===== config.mk =====
export PLATFORM = sky130hd
export DESIGN_NAME = iomem_gpio_bank
export DESIGN_NICKNAME = d
export VERILOG_FILES = /design/src/rtl/iomem_gpio_bank.sv
export SDC_FILE = /design/constraint.sdc
export NUM_CORES = 1
export LEC_CHECK = 0
export CAP_MARGIN = 0
export CORE_UTILIZATION = 55
export CTS_BUF_LIST = sky130_fd_sc_hd__clkbuf_8
export DETAILED_ROUTE_END_ITERATION = 10
export PLACE_DENSITY = 0.83
export SLEW_MARGIN = 20
export SYNTH_ARGS = -nofsm -noshare
export SYNTH_HDL_FRONTEND = slang
export SYNTH_SLANG_ARGS = --single-unit
export TNS_END_PERCENT = 20

===== constraint.sdc =====
create_clock -name clk -period 7.4 [get_ports clk]
set_input_delay 1.48 -clock clk [delete_from_list [all_inputs] [get_ports clk]]
set_output_delay 1.48 -clock clk [all_outputs]
set_load 0.05 [all_outputs]

===== src/rtl/iomem_gpio_bank.sv =====
// iomem_gpio_bank: WIDTH-channel GPIO on the picosoc iomem bus, one 16 MB window.
// Map: OUT 0x00, IN 0x04, OE 0x08; with GPIO_IRQ_EN: MASK 0x0C, STATUS 0x10 (w1c), EDGE 0x14.
// Ports: clk, reset (async, active high); iomem_valid/ready/wstrb/addr/wdata/rdata
//   bus slave; gpio_in raw pads; gpio_out/gpio_oe pad drive; irq level interrupt.
module iomem_gpio_bank #(
  parameter int unsigned WIDTH           = 8,
  parameter logic [7:0]  BASE_ADDR       = 8'h03,
  parameter int unsigned DEBOUNCE_CYCLES = 16000
) (
  input  logic             clk,
  input  logic             reset,
  input  logic             iomem_valid,
  output logic             iomem_ready,
  input  logic [3:0]       iomem_wstrb,
  input  logic [31:0]      iomem_addr,
  input  logic [31:0]      iomem_wdata,
  output logic [31:0]      iomem_rdata,
  input  logic [WIDTH-1:0] gpio_in,
  output logic [WIDTH-1:0] gpio_out,
  output logic [WIDTH-1:0] gpio_oe,
  output logic             irq
);
  logic             ready_q, ready_d;
  logic [31:0]      rdata_q, rdata_d;
  logic [WIDTH-1:0] out_q, out_d;
  logic [WIDTH-1:0] oe_q, oe_d;
  logic [WIDTH-1:0] sync1_q, sync2_q;
  logic [WIDTH-1:0] deb_q, deb_d;
  logic             hit, wr;
  logic [7:0]       off;
  logic [31:0]      bmask, rd;
  logic [WIDTH-1:0] wmask, wd;
  logic             unused_bits;
`ifdef GPIO_IRQ_EN
  logic [WIDTH-1:0] mask_q, mask_d;
  logic [WIDTH-1:0] stat_q, stat_d;
  logic [WIDTH-1:0] edge_q, edge_d;
  logic [WIDTH-1:0] prev_q, clr, ev;
  logic             irq_q, irq_d;
`endif

  assign unused_bits = ^{iomem_addr[23:8], iomem_wdata, bmask};

  always_comb begin
    off   = iomem_addr[7:0];
    // ready_q blocks a second hit, so a held request acks every other cycle
    hit   = iomem_valid && !ready_q &&
            (iomem_addr[31:24] == BASE_ADDR);
    wr    = hit && (iomem_wstrb != 4'b0000);
    bmask = {{8{iomem_wstrb[3]}}, {8{iomem_wstrb[2]}},
             {8{iomem_wstrb[1]}}, {8{iomem_wstrb[0]}}};
    wmask = bmask[WIDTH-1:0];
    wd    = iomem_wdata[WIDTH-1:0];
    rd    = '0;
    out_d = out_q;
    oe_d  = oe_q;
`ifdef GPIO_IRQ_EN
    mask_d = mask_q;
    edge_d = edge_q;
    clr    = '0;
`endif
    unique case (off)
      8'h00: begin
        rd[WIDTH-1:0] = out_q;
        if (wr) out_d = (out_q & ~wmask) | (wd & wmask);
      end
      8'h04: rd[WIDTH-1:0] = deb_q;
      8'h08: begin
        rd[WIDTH-1:0] = oe_q;
        if (wr) oe_d = (oe_q & ~wmask) | (wd & wmask);
      end
`ifdef GPIO_IRQ_EN
      8'h0C: begin
        rd[WIDTH-1:0] = mask_q;
        if (wr) mask_d = (mask_q & ~wmask) | (wd & wmask);
      end
      8'h10: begin
        rd[WIDTH-1:0] = stat_q;
        if (wr) clr = wd & wmask;
      end
      8'h14: begin
        rd[WIDTH-1:0] = edge_q;
        if (wr) edge_d = (edge_q & ~wmask) | (wd & wmask);
      end
`endif
      default: ;
    endcase
    ready_d = hit;
    rdata_d = hit ? rd : '0;
  end

`ifdef GPIO_IRQ_EN
  always_comb begin
    ev     = (edge_q & deb_q & ~prev_q) |
             (~edge_q & ~deb_q & prev_q);
    // a new edge outranks a same-cycle clear
    stat_d = (stat_q & ~clr) | ev;
    irq_d  = |(stat_q & mask_q);
  end
`endif

  generate
    if (DEBOUNCE_CYCLES == 0) begin : g_bypass
      always_comb deb_d = sync2_q;
    end else begin : g_deb
      localparam int unsigned CW = $clog2(DEBOUNCE_CYCLES + 1);
      localparam logic [CW-1:0] LAST = CW'(DEBOUNCE_CYCLES - 1);
      logic [CW-1:0] cnt_q [WIDTH];
      logic [CW-1:0] cnt_d [WIDTH];

      always_comb begin
        deb_d = deb_q;
        for (int i = 0; i < WIDTH; i++) begin
          cnt_d[i] = '0;
          if (sync2_q[i] != deb_q[i]) begin
            if (cnt_q[i] == LAST) deb_d[i] = sync2_q[i];
            else cnt_d[i] = cnt_q[i] + CW'(1);
          end
        end
      end

      always_ff @(posedge clk or posedge reset) begin
        if (reset) begin
          for (int i = 0; i < WIDTH; i++) cnt_q[i] <= '0;
        end else begin
          cnt_q <= cnt_d;
        end
      end
    end
  endgenerate

  always_ff @(posedge clk or posedge reset) begin
    if (reset) begin
      ready_q <= 1'b0;
      rdata_q <= '0;
      out_q   <= '0;
      oe_q    <= '0;
      sync1_q <= '0;
      sync2_q <= '0;
      deb_q   <= '0;
`ifdef GPIO_IRQ_EN
      mask_q  <= '0;
      stat_q  <= '0;
      edge_q  <= '0;
      prev_q  <= '0;
      irq_q   <= 1'b0;
`endif
    end else begin
      ready_q <= ready_d;
      rdata_q <= rdata_d;
      out_q   <= out_d;
      oe_q    <= oe_d;
      sync1_q <= gpio_in;
      sync2_q <= sync1_q;
      deb_q   <= deb_d;
`ifdef GPIO_IRQ_EN
      mask_q  <= mask_d;
      stat_q  <= stat_d;
      edge_q  <= edge_d;
      prev_q  <= deb_q;
      irq_q   <= irq_d;
`endif
    end
  end

  assign iomem_ready = ready_q;
  assign iomem_rdata = rdata_q;
  assign gpio_out    = out_q;
  assign gpio_oe     = oe_q;
`ifdef GPIO_IRQ_EN
  assign irq = irq_q;
`else
  assign irq = 1'b0;
`endif

endmodule


==> summary.md <==
| Metric | Value |
|---|---|
| Run status | `completed` |
| Cell Area, Synth | `around 7400 µm²` |
| Global route total overflow | `0` |
| R2R depth | `4` |
| Clk root buf | `clkbuf_8` |
| Commonest non-fill, non-tap cell in the layout | `dfrtp_1` |
| Min cycle time layout | `between 3000 and 4000 ps` |
| Num CTS Buffers | `17` |
| Layout cells sized above 1 | `0.0915` |
| First-pass GRT wire length | `between 20 and 25 mm` |
| Count of final hold-check violations | `0` |
| Post-synthesis sequential area ratio | `0.544` |
| Max-slew headroom | `0.346` |
| Port Buffers | `60` |
| Async SR Flop Fraction | `1.00` |
| FF+latch count, synth | `between 150 and 200` |
| Hold_buf cts | `0` |
| Setup slack, reg-to-reg | `roughly 5400 ps` |
| Ports | `129` |
| Reg-to-Reg Start | `iomem_ready` |
| Clk buf depth | `2` |
| Antenna violations before repair | `0` |
| 1st-iter DRT viols | `roughly 410` |
| Residual DRC | `0` |
| Clock slew at reported path FFs | `approximately 80 ps` |
| Core Area | `13200 µm²` |
| Initial Util | `0.562` |
| Antenna Violating Nets Remaining | `0` |
| Setup ws final | `4060 ps` |
| RSZ-0062 raised after global routing | `no` |
| Clk_skew | `11.7 ps` |
| Critical Path Sink Type | `register` |
| Die H | `between 100 and 150 µm` |
| # resized after CTS | `0` |
| Ys Warns | `0` |
| Die ar. | `about 14000 µm²` |
| Area Growth Syn to Fin | `14.7%` |
| Detailed-route via count | `5080` |
| Vias in the first global route | `about 5200` |
| Worst slew pin tran | `between 900 and 1000 ps` |
| CP Launch Type | `input pin` |
| Syn avg cell area | `about 11 µm²` |
| Clock sinks | `between 150 and 200` |
| Gr usage total | `0.221` |
| Largest net degree at the start of global routing | `110` |
| Max Freq | `roughly 300 MHz` |
| DP HPWL | `9.86 mm` |
| Hold crit path type | `reg -> reg` |
| Cell leakage power | `around 3.6 nW` |
| Core Rows | `42` |
| TritonRoute pass-1 iters | `4` |
| GPL Wtd Cong | `0.852` |
| WL final | `approximately 14 mm` |
| Crit-path max FO | `12` |
| Pwr dens | `roughly 200 nW/µm²` |
| Max capacitance violation total | `0` |
| Pre-CTS setup slack | `between 3000 and 4000 ps` |
| Die X | `around 120 µm` |
| Synth Instances | `around 700` |
| Most frequent cells in the layout | `161 x dfrtp_1, 133 x nor2_1, 71 x xnor2_1` |
| Wirelength per Cell | `~15 µm` |
| Data arrival, critical path | `3710 ps` |
| Clock H-tree levels | `4` |
| End of the critical path | `iomem_rdata[5]` |
| Post-synth EDFFs | `0` |
| Layout net count | `between 800 and 900` |
| CP Data Required Time | `about 7800 ps` |
| Tot Pwr | `~0.0017 W` |
| CP startpoint | `iomem_addr[3]` |
| Setup bufs post-CTS | `0` |
| Count of cell types in the netlist | `37` |
| Top_reg_cell synth | `dfrtp_1` |
| Worst-Skew Late Latency | `roughly 460 ps` |
| Final setup vio count | `0` |
| Kind of critical path | `in -> reg` |
| Worst ir drop on vdd | `a little over 0.2 mV` |
| Final Max Slew Viols | `0` |
| Setup TNS | `0 ps` |
| Crit share post-route | `0.452` |
| TritonCTS clock tree | `yes` |
| Via density | `5.34` |
| Number of diodes | `0` |
-- critical path: stages --
cell             delay (ps)
clkdlybuf4s50_1         880
nor2b_1                 980
a21oi_1                 200
nor2_1                  150
-- worst min path at each step --
stage	start	endpoint	slack [ps]	cells past startpoint
after detailed placement	sync1_q[2]	sync2_q[2]	340	0
after floorplan	sync1_q[0]	sync2_q[0]	330	0
after CTS	sync1_q[2]	sync2_q[2]	350	0
after global routing	sync1_q[2]	sync2_q[2]	360	0
after global placement	sync1_q[2]	sync2_q[2]	330	0
final	sync1_q[2]	sync2_q[2]	350	0
-- power breakdown --
group / switching (W) / internal (W)
logic: 0.0000736 / 0.0000318
registers: 0.0000155 / 0.000894
clock network: 0.000316 / 0.000375
total: 0.000405 / 0.00130
-- kinds of logic after synthesis --
| group | share of synthesized area |
|---|---|
| buf+inv | 0.0480 |
| simple gates | 0.216 |
| fa+ha+maj | 0.0135 |
| compound gates | 0.0128 |
| xor+xnor | 0.117 |
| flops | 0.544 |
| mux | 0.0483 |
| other cells | 0.000506 |
-- state kept, by name, summed over array words and instances, names as in the netlist, named ones only --
register / count
iomem_rdata: 8
g_deb.cnt_q: 112
sync1_q: 8
iomem_ready: 1
sync2_q: 8
deb_q: 8
-- cell type report --
class | instances | area [µm²]
clock buffers | 18 | 248
clock inverters | 14 | 188
fillers | 1015 | 4690
inverters | 23 | 91.3
multi-input cells | 499 | 3110
flip-flops and latches | 161 | 4030
well taps | 176 | 220
repair buffers | 61 | 608
-- through the flow --
step | std cells | hold WS, ps | utilization | area [µm²]
3_3_place_gp | 920 | 332 | 0.611 | 8060
4_1_cts | 952 | 348 | 0.644 | 8500
3_5_place_dp | 920 | 336 | 0.611 | 8060
5_1_grt | 952 | 360 | 0.644 | 8500
2_1_floorplan | 722 | 331 | - | 7500
6_report | 952 | 353 | 0.644 | 8500
-- routing by layer --
layer / vias up / routed length [µm] / GRT usage
met4: 0 / 187 / 0.0761
met5: - / 0 / 0
met2: 118 / 7300 / 0.389
met3: 17 / 777 / 0.0606
met1: 2494 / 5940 / 0.258
li1: 2451 / - / -
-- cells in the mapped netlist (all sizes together) (3+ instances only) --
master / count / area share
inv: 23 / 0.012
nand4: 23 / 0.024
nand3: 41 / 0.028
dfrtp: 161 / 0.54
or4: 4 / 0.0051
ha: 8 / 0.014
buf: 36 / 0.035
or3: 6 / 0.0051
nor2: 133 / 0.067
nor4: 33 / 0.028
a21oi: 11 / 0.0074
and3: 9 / 0.0076
mux2: 24 / 0.037
mux2i: 8 / 0.011
and4: 3 / 0.0035
nand4bb: 4 / 0.0061
nor3: 18 / 0.012
or2: 6 / 0.0051
xnor2: 71 / 0.084
nand2: 28 / 0.014
clkbuf: 3 / 0.0015
o21ai: 5 / 0.0034
xor2: 28 / 0.033
or3b: 4 / 0.0047
Note: power is estimated with default switching activity, not from simulation.
